File: config.mk
export PLATFORM = sky130hd
export DESIGN_NAME = srt_div_iter
export DESIGN_NICKNAME = d
export VERILOG_FILES = /design/src/rtl/srt_div_iter.sv
export SDC_FILE = /design/constraint.sdc
export NUM_CORES = 1
export LEC_CHECK = 0
export ABC_CLOCK_PERIOD_IN_PS = 10700
export BUFFER_PORTS_ARGS = -buffer_cell sky130_fd_sc_hd__buf_2
export CAP_MARGIN = 30
export CORE_MARGIN = 8
export CORE_UTILIZATION = 50
export CTS_CLUSTER_DIAMETER = 100
export DETAILED_ROUTE_END_ITERATION = 6
export PLACE_DENSITY_LB_ADDON = 0.08
export REMOVE_ABC_BUFFERS = 1
export SYNTH_ARGS = -nofsm -noshare
export SYNTH_HDL_FRONTEND = slang
export SYNTH_SLANG_ARGS = --single-unit
File: constraint.sdc
create_clock -name clk -period 10.7 [get_ports clk]
set_clock_uncertainty 0.15 [all_clocks]
set_input_delay 2.14 -clock clk [delete_from_list [all_inputs] [get_ports clk]]
set_output_delay 2.14 -clock clk [all_outputs]
set_load 0.05 [all_outputs]
File: src/rtl/srt_div_iter.sv
// rtl/srt_div_iter.sv - radix-2 SRT mantissa-division iteration engine
//
// Holds the partial remainder, divisor and quotient for one single-precision
// mantissa division and runs ITER iterations. Each cycle the registered
// remainder/divisor go out to the external digit-selection stage. The digit
// code that comes back is then used to update the remainder and the quotient.
//
// Ports:
//   clk, rst_n          clock (rising edge), asynchronous active-low reset
//   in_valid/in_ready   operand handshake (accepted only in IDLE)
//   dividend, divisor   normalized mantissas, 1.23 format
//   current_remainder   registered partial remainder r to digit selection
//   current_divisor     registered zero-extended divisor d to digit selection
//   rounding_data       digit code from digit selection: sign-extended q << 2
//   out_valid/out_ready result handshake
//   quotient            Q, with X/D = Q / 2^(ITER-1)
//   sticky              final remainder nonzero
//   div_err             divisor not normalized, result forced to zero
//   dsel_err            illegal digit code seen during this division
module srt_div_iter #(
    parameter int MW   = 24,
    parameter int RW   = 26,
    parameter int ITER = 26
) (
    input  logic            clk,
    input  logic            rst_n,
    input  logic            in_valid,
    output logic            in_ready,
    input  logic [MW-1:0]   dividend,
    input  logic [MW-1:0]   divisor,
    output logic [RW-1:0]   current_remainder,
    output logic [RW-1:0]   current_divisor,
    input  logic [MW-1:0]   rounding_data,
    output logic            out_valid,
    input  logic            out_ready,
    output logic [ITER-1:0] quotient,
    output logic            sticky,
    output logic            div_err,
    output logic            dsel_err
);

    localparam int CW = $clog2(ITER);

    typedef enum logic [1:0] {
        S_IDLE,
        S_ITER,
        S_DONE
    } state_t;

    state_t          state_q, state_d;
    logic            ready_q;
    logic [RW-1:0]   rem_q, rem_d;
    logic [RW-1:0]   dvs_q, dvs_d;
    logic [ITER-1:0] acc_q, acc_d;
    logic [CW-1:0]   cnt_q, cnt_d;
    logic            div_err_q, div_err_d;
    logic            dsel_err_q, dsel_err_d;

    logic [2:0]      q_code;
    logic [RW-1:0]   q_rw;
    logic [ITER-1:0] q_acc;
    logic [RW-1:0]   qd;
    logic            code_bad;
    logic            accept;

    assign q_code = rounding_data[4:2];

    // Remainder and quotient updates are done in two's-complement arithmetic
    // modulo 2^RW and 2^ITER respectively. Truncating the wider signed
    // results gives exactly these bits, so the extra guard bits never need
    // to be materialised.
    assign q_rw  = {{(RW-3){q_code[2]}}, q_code};
    assign q_acc = {{(ITER-3){q_code[2]}}, q_code};
    assign qd    = q_rw * dvs_q;

    // Legal codes: low two bits zero, digit in -3..2, upper bits a clean
    // sign extension of bit 4.
    assign code_bad = (rounding_data[1:0] != 2'b00)
                   || (q_code == 3'b100)
                   || (q_code == 3'b011)
                   || (rounding_data[MW-1:5] != {(MW-5){rounding_data[4]}});

    assign accept = in_valid && in_ready;

    // ready_q keeps in_ready low until the first clock after reset release.
    always_ff @(posedge clk or negedge rst_n) begin
        if (!rst_n) begin
            state_q    <= S_IDLE;
            ready_q    <= 1'b0;
            rem_q      <= '0;
            dvs_q      <= '0;
            acc_q      <= '0;
            cnt_q      <= '0;
            div_err_q  <= 1'b0;
            dsel_err_q <= 1'b0;
        end else begin
            state_q    <= state_d;
            ready_q    <= 1'b1;
            rem_q      <= rem_d;
            dvs_q      <= dvs_d;
            acc_q      <= acc_d;
            cnt_q      <= cnt_d;
            div_err_q  <= div_err_d;
            dsel_err_q <= dsel_err_d;
        end
    end

    always_comb begin
        state_d    = state_q;
        rem_d      = rem_q;
        dvs_d      = dvs_q;
        acc_d      = acc_q;
        cnt_d      = cnt_q;
        div_err_d  = div_err_q;
        dsel_err_d = dsel_err_q;

        case (state_q)
            S_IDLE: begin
                if (accept) begin
                    acc_d      = '0;
                    cnt_d      = '0;
                    dsel_err_d = 1'b0;
                    dvs_d      = {{(RW-MW){1'b0}}, divisor};
                    if (divisor[MW-1]) begin
                        rem_d     = {{(RW-MW){1'b0}}, dividend};
                        div_err_d = 1'b0;
                        state_d   = S_ITER;
                    end else begin
                        // Zero remainder makes sticky read 0 for the error result.
                        rem_d     = '0;
                        div_err_d = 1'b1;
                        state_d   = S_DONE;
                    end
                end
            end
            S_ITER: begin
                // r <= 2*(r - q*d); an illegal code is still applied as decoded.
                rem_d = (rem_q - qd) << 1;
                acc_d = (acc_q << 1) + q_acc;
                cnt_d = cnt_q + 1'b1;
                if (code_bad) begin
                    dsel_err_d = 1'b1;
                end
                if (cnt_q == CW'(ITER-1)) begin
                    state_d = S_DONE;
                end
            end
            S_DONE: begin
                if (out_ready) begin
                    state_d = S_IDLE;
                end
            end
            default: begin
                state_d = S_IDLE;
            end
        endcase
    end

    assign in_ready          = ready_q && (state_q == S_IDLE);
    assign out_valid         = (state_q == S_DONE);
    assign quotient          = acc_q;
    assign sticky            = |rem_q;
    assign div_err           = div_err_q;
    assign dsel_err          = dsel_err_q;
    assign current_remainder = rem_q;
    assign current_divisor   = dvs_q;

endmodule

Word level (Yosys, flattened, before mapping):

Index checks and enable logic that the tools add are counted.

* output and inout port bits: 83
* input bits: 76
* register bits: 86

* muxes and demuxes: 16
* reductions and logical operators: 13
* add/subtract/negate cells: 3
* eq/ne operators: 10
* multiply operators: 1

Operators with widths (number)
* $pmux 26 s2: 2
* $mux 26: 2
* $add 26x26->26: 1
* $reduce_or 26->1: 1
* $mul 3x25->25: 1
* $sub 25x25->25: 1
* $mux 24: 1
* $ne 19x19->1: 1
* $pmux 5 s2: 1
* $mux 2: 4
* $ne 2x2->1 const B: 3
* $pmux 2 s3: 1
* $reduce_and 3->1: 2
* $add 5x1->5 const B: 1
* $eq 5x5->1 const B: 1
* $mux 5: 1
* $reduce_and 2->1: 2
* $reduce_bool 2->1: 2
* $eq 3x2->1 const B: 1
* $eq 3x3->1 const B: 1
* $logic_or 1x1->1: 3
* $mux 1: 3
* $eq 2x1->1 const B: 1
* $eq 2x2->1 const B: 1
* 4 further kinds: 5

Depth between registers and ports, before layout:

Gate-level depths: netlist of run 1.

* depth after elaboration: 6
* depth in mapped cells: 18

Least setup slack after synthesis of run 1:

Ideal clock, no wire load.

* path kind: input -> register
* from: input port rounding_data[4]
* to: register rem_q[24], in the netlist current_remainder[24]
* library setup time: 0.122 ns
* arrival time: 5.693 ns
* required time: 10.428 ns
* path buffers: 2
* stages on the path: 16
* slack: 4.735 ns
* cells stage by stage: clkbuf_1 clkbuf_1 nor2b_1 ha_1 inv_1 fa_1 inv_1 fa_1 inv_1 ha_1 a21o_1 a21o_1 a2111oi_2 o31ai_1 or3_1 a32o_1

* longest elaborated chain between the ends: 3

RTL lines
* start: declaration: RTL line 33 `input logic [MW-1:0] rounding_data,`
* $mul 3x25->25: RTL line 74 `assign qd = q_rw * dvs_q;`
* $sub 25x25->25: RTL line 138 `rem_d = (rem_q - qd) << 1;`
* $pmux 26 s2: RTL line 117 `case (state_q)`
* end signal: assignment: RTL line 99 `rem_q <= rem_d;`
* end: declaration: RTL line 52 `logic [RW-1:0] rem_q, rem_d;`

No other way between the ends.
A chain may end at the register's enable or synchronous reset.

Worst setup path after layout of run 1:

Ends and elaborated chain as after synthesis.

==> metrics.md, run 1 <==
| Metric | Value |
|---|---|
| Outcome | completed |
| Largest net degree at the start of global routing | 71 |
| Via count | 7761 |
| Final net count | 1400 |
| Total Routed Length | 23.14 mm |
| Worst-margin pin slew | 0.7479 ns |
| Gr ovfl total | 0 |
| Warnings from Yosys | 0 |
| Metal2 WL | 11.32 mm |
| Crit-path cells | buf_2 -> buf_4 -> nor2b_1 -> ha_1 -> inv_1 -> fa_1 -> inv_1 -> fa_1 -> inv_1 -> ha_1 -> a21o_1 -> a21o_1 -> a2111oi_2 -> o31ai_1 -> or3_1 -> a32o_1 |
| RSZ-0062 raised after global routing | no |
| Most frequent cell after synthesis | nand2_1 |
| Setup Total Neg Slack | 0 ns |
| Number of routed nets with antenna violations | 0 |
| DRT met1 WL | 10.43 mm |
| Synth Flop Type | dfrtp_1 |
| Worst Setup Start Kind | input port |
| Post-synthesis sequential area ratio | 0.2504 |
| CTS H-tree lvls | 3 |
| # resized after CTS | 0 |
| Placed cell areas | 9497 µm² |
| WS Path Type | in -> reg |
| Max incr delay on CP | 0.51 ns |
| Max-cap violations | 0 |
| # rows | 48 |
| Area share of the largest cell type after synthesis | 0.2504 |
| Critical path's slowest cell | buf_4 |
| FF+latch area | 2152 µm² |
| Synthesis-to-layout area growth | 14.06% |
| All-Layer GR Usage | 0.2168 |
| Critical Path RT | 10.79 ns |
| Arr. time, crit path | 6.11 ns |
| Clock sink total | 86 |
| Post-synth EDFFs | 0 |
| Core ar. | 17060 µm² |
| Mean Syn Cell Area | 7.981 µm² |
| CTS Buf Count | 9 |
| CP Capture Type | register |
| Final instance area | 9804 µm² |
| Relative slew slack | 0.5014 |
| Ports | 159 |
| Final setup vio count | 0 |
| 1st-pass router iterations | 5 |
| Global-route wire length before repair | 38.60 mm |
| Top Layer Used | met5 |
| Synth area leader | dfrtp_1 |
| Postcts setup bufs | 0 |
| Vias per cell | 5.416 |
| Root buffer cell | clkbuf_16 |
| Worst min path class | reg -> reg |
| Post-synth cell types | 78 |
| Cell mode on critical path | inv_1 |
| PortBufs | 156 |
| Post-route insts no fill | 1433 |
| Reg clk slew, reported paths | 0.07 ns |
| Fill cells | 1681 |
| Die Y | 147.1 µm |
| Iter 0 DRT Violations | 368 |
| Hold Fails Final Rpt | 0 |
| Drt wl/cell | 16.15 µm |
| CTS tree | done |
| CTS Hold Bufs | 0 |
| #FFs+latches synth | 86 |
| Post-synth ARST share | 1.000 |
| Latest clock arrival within the worst-skew pair | 0.35 ns |
| Crit-path max FO | 55 |
| Initial antenna violation count | 3 |
| Final min period | 6.019 ns |
| Initial core utilization | 0.5040 |
| Area contributors post-synth | dfrtp_1 25%, ha_1 11%, fa_1 11%, nand2_1 7.3%, inv_1 6.7% |
| Drt drc | 0 |
| Vias in the first global route | 7839 |
| Routed wl met3 | 1.061 mm |
| Final period utilization | 0.5625 |
| Post-Syn Instances | 1077 |
| Die Width | 147.1 µm |
| DP Cell Count | 1417 |
| GP Congestion | 0.9450 |
| Max-slew violation count | 0 |
| Fmax | 166.1 MHz |
| Die area | 21640 µm² |
| Post-DP HPWL | 17.12 mm |
| ANT cells | 0 |
| Cell Area, Synth | 8596 µm² |
| Post-synth top cells | 167 x nand2_1, 154 x inv_1, 86 x dfrtp_1, 75 x ha_1 |
| Longest Clk Path Bufs | 2 |
| Area of the multi-input gates | 5657 µm² |
| Layout cells sized above 1 | 0.1664 |
## per-stage QoR
stage / hold WS, ns / setup WS (ns) / utilization
global placement: 0.3084 / 4.407 / 0.5568
global route: 0.3551 / 4.490 / 0.5748
detailed placement: 0.3119 / 4.320 / 0.5568
CTS: 0.3282 / 4.674 / 0.5748
finish: 0.3240 / 4.681 / 0.5748
floorplan: 0.3353 / 4.903 / -
## area by class of cell
cell class                 instances  share of cell area
multi-input combinational        790              0.5770
sequential                        86              0.2195
timing repair buffer             162             0.08448
inverter                         154             0.05896
tap                              225             0.02871
clock buffer                      10             0.02437
clock inverter                     6            0.007019
## critical path: cells and delay by family
family                     cells  cell delay, ns
adders and majority gates      4            1.50
AOI/OAI and AO/OA              5            1.13
buffers and inverters          5            0.73
and+or+nand+nor                2            0.58
## state kept, by name (all words and copies together) (netlist names)
name,flops
cnt_q,5
ready_q,1
current_remainder,26
dsel_err,1
quotient,26
current_divisor,24
div_err,1
state_q,2
## cells in the final DEF (no fill, tap or decap), drive strengths merged, types with 20 or more instances in the layout
master  instances
nand3          41
a21oi          60
nor3           20
nand2         168
dfrtp          86
nor2           42
o21ai          63
nor2b          24
and2           33
a21o           24
xnor2          22
buf           162
ha             75
fa             46
inv           156
## worst paths after layout
| kind | cells after the start | endpoint | slack, ns | start |
|---|---|---|---|---|
| max | 16 | current_remainder[24] | 4.68 | rounding_data[4] |
| min | 1 | div_err | 0.32 | div_err |
| max reg2reg | 15 | current_remainder[24] | 6.60 | current_divisor[9] |
| min reg2reg | 1 | div_err | 0.32 | div_err |
| max in group asynchronous | 2 | current_remainder[2] | 7.69 | rst_n |
| min in group asynchronous | 1 | quotient[8] | 1.62 | rst_n |
## layer usage
metal  up-vias  track usage
li1       3865            -
met1      3724       0.2723
met2       141       0.3711
met3        25      0.04522
met4         6      0.05609
met5         -            0
## kinds of logic (layout without fill, tap and decap cells)
| kind of cell | Yosys count | count (layout) | synth area share |
|---|---|---|---|
| AND/OR/NAND/NOR | 398 | 398 | 0.2258 |
| AO/OA/AOI/OAI | 228 | 228 | 0.1721 |
| buffers and inverters | 202 | 332 | 0.09330 |
| adder cells (fa/ha/maj) | 121 | 121 | 0.2163 |
| flip-flops | 86 | 86 | 0.2504 |
| XOR/XNOR | 36 | 36 | 0.03668 |
| multiplexers | 4 | 4 | 0.004658 |
| other | 2 | 3 | 0.0008737 |
Power of run 1 is left out: the tool's default activity adds up to more than one toggle a clock period on the data nets, which glitch-free logic cannot reach.
==> inputs of run 2 (changes only) <==
--- a/config.mk
+++ b/config.mk
@@ -5,7 +5,8 @@
 export SDC_FILE = /design/constraint.sdc
 export NUM_CORES = 1
 export LEC_CHECK = 0
-export ABC_CLOCK_PERIOD_IN_PS = 10700
+export ABC_AREA = 1
+export ABC_CLOCK_PERIOD_IN_PS = 5100
 export BUFFER_PORTS_ARGS = -buffer_cell sky130_fd_sc_hd__buf_2
 export CAP_MARGIN = 30
 export CORE_MARGIN = 8
==> constraint.sdc (replaced) <==
create_clock -name clk -period 5.1 [get_ports clk]
set_clock_uncertainty 0.15 [all_clocks]
set_input_delay 1.02 -clock clk [delete_from_list [all_inputs] [get_ports clk]]
set_output_delay 1.02 -clock clk [all_outputs]
set_load 0.05 [all_outputs]
==> run 2 against run 1 <==
Compared with the run above:
- global-route usage rose by 2.5 points
- first-iteration DRC count rose by 57%
- via count rose by 17%
- synthesized cell count rose by 30%
- area after synthesis rose by 6.3%
- setup slack got worse by 3.9 ns
- register-to-register slack got worse by 5.2 ns
- cell count rose by 24%
- sequential cell count did not move
- sequential share of layout area fell by 1.3 points
- count of clock-buffer cells in the layout did not move
==> metrics.md, run 2 <==
| Metric | Value |
|---|---|
| Latest clock arrival within the worst-skew pair | 0.36 ns |
| Critical Path RT | 5.23 ns |
| RSZ-0062 raised after global routing | no |
| Critical path's slowest cell | fa_1 |
| Post-synth EDFFs | 0 |
| Gr ovfl total | 0 |
| Postcts setup bufs | 0 |
| # rows | 49 |
| Drt wl/cell | 15.13 µm |
| Worst min path class | reg -> reg |
| Worst r2r path cells | 17 |
| Die area | 22860 µm² |
| Synthesis-to-layout area growth | 13.91% |
| GP Congestion | 0.9691 |
| Die Y | 151.2 µm |
| Number of routed nets with antenna violations | 0 |
| Layout cells sized above 1 | 0.1223 |
| Setup Total Neg Slack | 0 ns |
| Largest net degree at the start of global routing | 61 |
| Vias per cell | 5.071 |
| Bufs and invs on worst path | 5 |
| Total Routed Length | 26.98 mm |
| Post-synth cell types | 39 |
| Fmax | 230.3 MHz |
| Fill cells | 1846 |
| Outcome | completed |
| Post-DP HPWL | 21.61 mm |
| Synth area leader | dfrtp_1 |
| PortBufs | 156 |
| Final core utilization | 0.5796 |
| Initial antenna violation count | 0 |
| WS Path Type | in -> reg |
| Post-synth ARST share | 1.000 |
| Reg clk slew, reported paths | 0.07 ns |
| Iter 0 DRT Violations | 579 |
| Worst Setup Start Kind | input port |
| Area share of the largest cell type after synthesis | 0.2355 |
| Max-slew violation count | 0 |
| Final net count | 1746 |
| Drt drc | 0 |
| Max incr delay on CP | 0.48 ns |
| Root buffer cell | clkbuf_16 |
| #FFs+latches synth | 86 |
| Ports | 159 |
| Clock sink total | 86 |
| 1st-pass router iterations | 5 |
| Worst R2R Setup Slack | 1.39 ns |
| Area contributors post-synth | dfrtp_1 24%, nand2_1 18%, inv_1 13%, ha_1 10%, fa_1 10% |
| Initial core utilization | 0.5088 |
| Core ar. | 17960 µm² |
| Final min period | 4.342 ns |
| Final setup vio count | 0 |
| CTS tree | done |
| Final period utilization | 0.8513 |
| Relative slew slack | 0.3859 |
| Vias in the first global route | 8887 |
| Die Width | 151.2 µm |
| Post-synth top cells | 438 x nand2_1, 309 x inv_1, 109 x nor2_1, 87 x a21oi_1, 86 x dfrtp_1 |
| Cell Area, Synth | 9140 µm² |
| Arr. time, crit path | 4.47 ns |
| Longest Clk Path Bufs | 2 |
| Global-route wire length before repair | 43.70 mm |
| CTS Hold Bufs | 0 |
| Reg-to-reg endpoint | current_remainder[19] |
| ANT cells | 0 |
| Crit-path max FO | 24 |
| Critical Path Stages | 18 |
| Synth Flop Type | dfrtp_1 |
| Max-cap violations | 0 |
| Most frequent cell after synthesis | nand2_1 |
| Worst path top cell family by delay | adder cells |
| Most common cell after layout, fill and taps aside | nand2_1 |
| CTS H-tree lvls | 3 |
| Worst-margin pin slew | 0.9199 ns |
| Via count | 9042 |
| Commonest non-fill, non-tap cells in the layout | 438 x nand2_1, 309 x inv_1, 155 x buf_2 |
| Critical Path Source | rounding_data[4] |
| Post-Syn Instances | 1405 |
| Mean Syn Cell Area | 6.505 µm² |
| CTS Buf Count | 9 |
| All-Layer GR Usage | 0.2417 |
| Post-synthesis sequential area ratio | 0.2355 |
| Hold Fails Final Rpt | 0 |
| # resized after CTS | 0 |
| Crit-path cells | buf_2 -> inv_2 -> nor2_1 -> ha_1 -> inv_1 -> fa_1 -> inv_1 -> fa_1 -> inv_1 -> ha_1 -> nand2_1 -> nor2_1 -> nand3_1 -> nand3_1 -> nand2_1 -> nand3_1 -> nand3_1 -> a21oi_1 |
| R2r startpoint | current_divisor[8] |
| Worst setup endpoint | current_remainder[19] |
| CP Capture Type | register |
| Cell mode on critical path | nand3_1 |
| Warnings from Yosys | 0 |
==> run 2: changes by cell type after synthesis, sizes merged, moves of 14 or more <==
cell	delta
a21oi	+27
inv	+159
nand3	+25
and2	-31
nand2	+272
a21o	-23
clkbuf	-21
nor2	+69
xnor2	-14
nor2b	-24
==> run 2: worst min-delay path by stage <==
| stage | depth (start not counted) | startpoint | endpoint |
|---|---|---|---|
| 2_1_floorplan | 1 | cnt_q[0] | cnt_q[0] |
| 6_report | 2 | dsel_err | dsel_err |
| 4_1_cts | 2 | dsel_err | dsel_err |
| 5_1_grt | 1 | div_err | div_err |
| 3_5_place_dp | 2 | dsel_err | dsel_err |
| 3_3_place_gp | 2 | dsel_err | dsel_err |
==> run 2: tightest hold or removal path, stage by stage, from the launching register on <==
cell and delay [ns]:
dfrtp_1 0.34, nand2_1 0.05, nand2_1 0.05
==> run 2: cell type report <==
type	instances	area, µm²	share of cell area
Sequential cell	86	2152	0.2067
Clock buffer	10	229.0	0.02199
Multi-Input combinational cell	977	5669	0.5445
Timing Repair Buffer	162	828.3	0.07956
Clock inverter	6	71.32	0.006850
Tap cell	229	286.5	0.02752
Inverter	313	1175	0.1128
==> run 2: through the flow <==
| step | area [µm²] | setup WS (ns) | cells | hold WS [ns] |
|---|---|---|---|---|
| 6_report | 10410 | 0.7581 | 1783 | 0.3168 |
| 5_1_grt | 10410 | 0.4862 | 1783 | 0.3714 |
| 4_1_cts | 10410 | 0.7564 | 1783 | 0.3262 |
| 3_5_place_dp | 10110 | 0.3760 | 1767 | 0.3107 |
| 3_3_place_gp | 10110 | 0.4841 | 1767 | 0.3121 |
| 2_1_floorplan | 8994 | 0.9876 | 1376 | 0.3460 |
==> run 2: logic make-up (layout without fill, tap and decap cells) <==
kind of cell	after synthesis	in the layout	share of synthesized area
and+or+nand+nor	671	671	0.3013
buffers and inverters	343	491	0.1450
AOI/OAI and AO/OA	167	167	0.09966
adders and majority gates	121	121	0.2034
DFF	86	86	0.2355
xor gates and xnor gates	15	15	0.01437
other	2	3	0.0008217
==> run 2: routing by layer <==
metal	global-route usage	up-vias	wire (µm)
met3	0.04093	30	1533
met2	0.4098	240	12720
met4	0.06977	0	496
met5	0	-	0
met1	0.3097	4152	12230
li1	-	4620	-
Power of run 2 is left out for the same reason.
==> inputs of run 3 (changes only) <==
==> constraint.sdc (replaced) <==
create_clock -name clk -period 5.1 [get_ports clk]
set_clock_uncertainty 0.15 [all_clocks]
set_input_delay 0.51 -clock clk [delete_from_list [all_inputs] [get_ports clk]]
set_output_delay 0.51 -clock clk [all_outputs]
set_load 0.05 [all_outputs]
==> run 3 against run 2 <==
Compared with the run above:
- setup slack improved by 0.51 ns
- non-clock buffer count increased by 1
- critical path type unchanged
- first-iteration DRC count decreased by 0.35%
- critical endpoint unchanged
- global-route usage increased by 0.34 points
- count of clock-buffer cells in the layout increased by 1
- sequential share of layout area decreased by 0.077 points
- cell count about the same
- sequential cell count unchanged
- die area unchanged
- utilization increased by 0.22 points
==> metrics.md, run 3 (synthesis gave the netlist of run 2 again) <==
| Metric | Value |
|---|---|
| PortBufs | 156 |
| Post-DP HPWL | 21.46 mm |
| Root buffer cell | clkbuf_16 |
| Crit-path max FO | 24 |
| Ports | 159 |
| All-Layer GR Usage | 0.2450 |
| Cell mode on critical path | nand3_1 |
| # resized after CTS | 0 |
| Max incr delay on CP | 0.47 ns |
| Drt wl/cell | 15.11 µm |
| Final setup vio count | 0 |
| Number of routed nets with antenna violations | 0 |
| Bufs and invs on worst path | 5 |
| Clock sink total | 86 |
| Crit-path cells | buf_2 -> inv_2 -> nor2_1 -> ha_1 -> inv_1 -> fa_1 -> inv_1 -> fa_1 -> inv_1 -> ha_1 -> nand2_1 -> nor2_1 -> nand3_1 -> nand3_1 -> nand2_1 -> nand3_1 -> nand3_1 -> a21oi_1 |
| Via count | 9103 |
| WHS Endpoint | current_divisor[17] |
| Outcome | completed |
| Worst Setup Start Kind | input port |
| Drt drc | 0 |
| Largest net degree at the start of global routing | 54 |
| Placed cell areas | 10120 µm² |
| Hold Path Origin | divisor[17] |
| Critical Path Stages | 18 |
| Layout cells sized above 1 | 0.1228 |
| Worst r2r path cells | 18 |
| WS Path Type | in -> reg |
| CTS H-tree lvls | 3 |
| Total Routed Length | 26.96 mm |
| Setup Total Neg Slack | 0 ns |
| CP Capture Type | register |
| ANT cells | 0 |
| RSZ-0062 raised after global routing | no |
| Final min period | 3.831 ns |
| Reg clk slew, reported paths | 0.07 ns |
| Hold-critical path depth | 3 |
| Global-route wire length before repair | 44.48 mm |
| Max-cap violations | 0 |
| Commonest non-fill, non-tap cells in the layout | 438 x nand2_1, 309 x inv_1, 155 x buf_2 |
| Final net count | 1747 |
| Reg-to-reg endpoint | current_remainder[21] |
| Max-slew violation count | 0 |
| # rows | 49 |
| CTS tree | done |
| Longest Clk Path Bufs | 2 |
| Die Y | 151.2 µm |
| Final core utilization | 0.5817 |
| GP Congestion | 0.9932 |
| Critical path's slowest cell | fa_1 |
| Worst path top cell family by delay | adder cells |
| Postcts setup bufs | 0 |
| Latest clock arrival within the worst-skew pair | 0.36 ns |
| Fill cells | 1825 |
| Hold Fails Final Rpt | 0 |
| Die area | 22860 µm² |
| Core ar. | 17960 µm² |
| Initial antenna violation count | 0 |
| Die Width | 151.2 µm |
| Vias per cell | 5.103 |
| Most common cell after layout, fill and taps aside | nand2_1 |
| Arr. time, crit path | 3.97 ns |
| Relative slew slack | 0.3933 |
| DP Cell Count | 1767 |
| Gr ovfl total | 0 |
| Vias in the first global route | 9002 |
| Initial core utilization | 0.5088 |
| Critical Path RT | 5.24 ns |
| Worst-margin pin slew | 0.9091 ns |
| Post-route insts no fill | 1784 |
| 1st-pass router iterations | 5 |
| Iter 0 DRT Violations | 577 |
| Final period utilization | 0.7511 |
| Worst R2R Setup Slack | 1.42 ns |
| Fmax | 261.0 MHz |
| Final instance area | 10450 µm² |
| CTS Buf Count | 9 |
| Synthesis-to-layout area growth | 14.33% |
| Worst min path class | in -> reg |
| R2r startpoint | current_divisor[10] |
[run 3: layer usage]
metal | part of all wire | vias up | track usage
li1 | - | 4612 | -
met1 | 0.45 | 4229 | 0.3171
met2 | 0.47 | 228 | 0.4167
met3 | 0.052 | 34 | 0.03077
met4 | 0.020 | 0 | 0.07768
met5 | 0 | - | 0
[run 3: layout make-up]
class	instances	area, µm²	area share
multi-input cells	977	5669	0.5425
flip-flops and latches	86	2152	0.2059
inverters	313	1175	0.1124
repair buffers	163	850.8	0.08142
well taps	229	286.5	0.02742
clock buffers	11	252.7	0.02419
clock inverters	5	63.81	0.006106
[run 3: timing repair]
action	in CTS	in global routing
setup endpoints to repair	0	0
hold buffers	1	0
endpoints found under the hold margin	33	0
[run 3: worst max-delay path by stage]
stage / endpoint / startpoint / slack, ns
2_1_floorplan: current_remainder[11] / rounding_data[4] / 1.50
3_3_place_gp: current_remainder[19] / rounding_data[4] / 0.97
3_5_place_dp: current_remainder[19] / rounding_data[4] / 0.94
4_1_cts: current_remainder[20] / rounding_data[4] / 1.30
5_1_grt: current_remainder[21] / rounding_data[4] / 0.97
6_report: current_remainder[19] / rounding_data[4] / 1.27
[run 3: stage by stage]
stage                     setup slack [ns]  hold WS, ns
after floorplan                      1.498      0.06441
after global placement              0.9740       0.3098
after detailed placement            0.9396       0.3137
after CTS                            1.303       0.1779
after global routing                0.9729       0.1927
final                                1.269       0.1894
[run 3: worst min-delay path, stage by stage]
cell	delay, ns
buf_2	0.08
nand2_1	0.04
nand2_1	0.04
Power of run 3 is left out for the same reason.
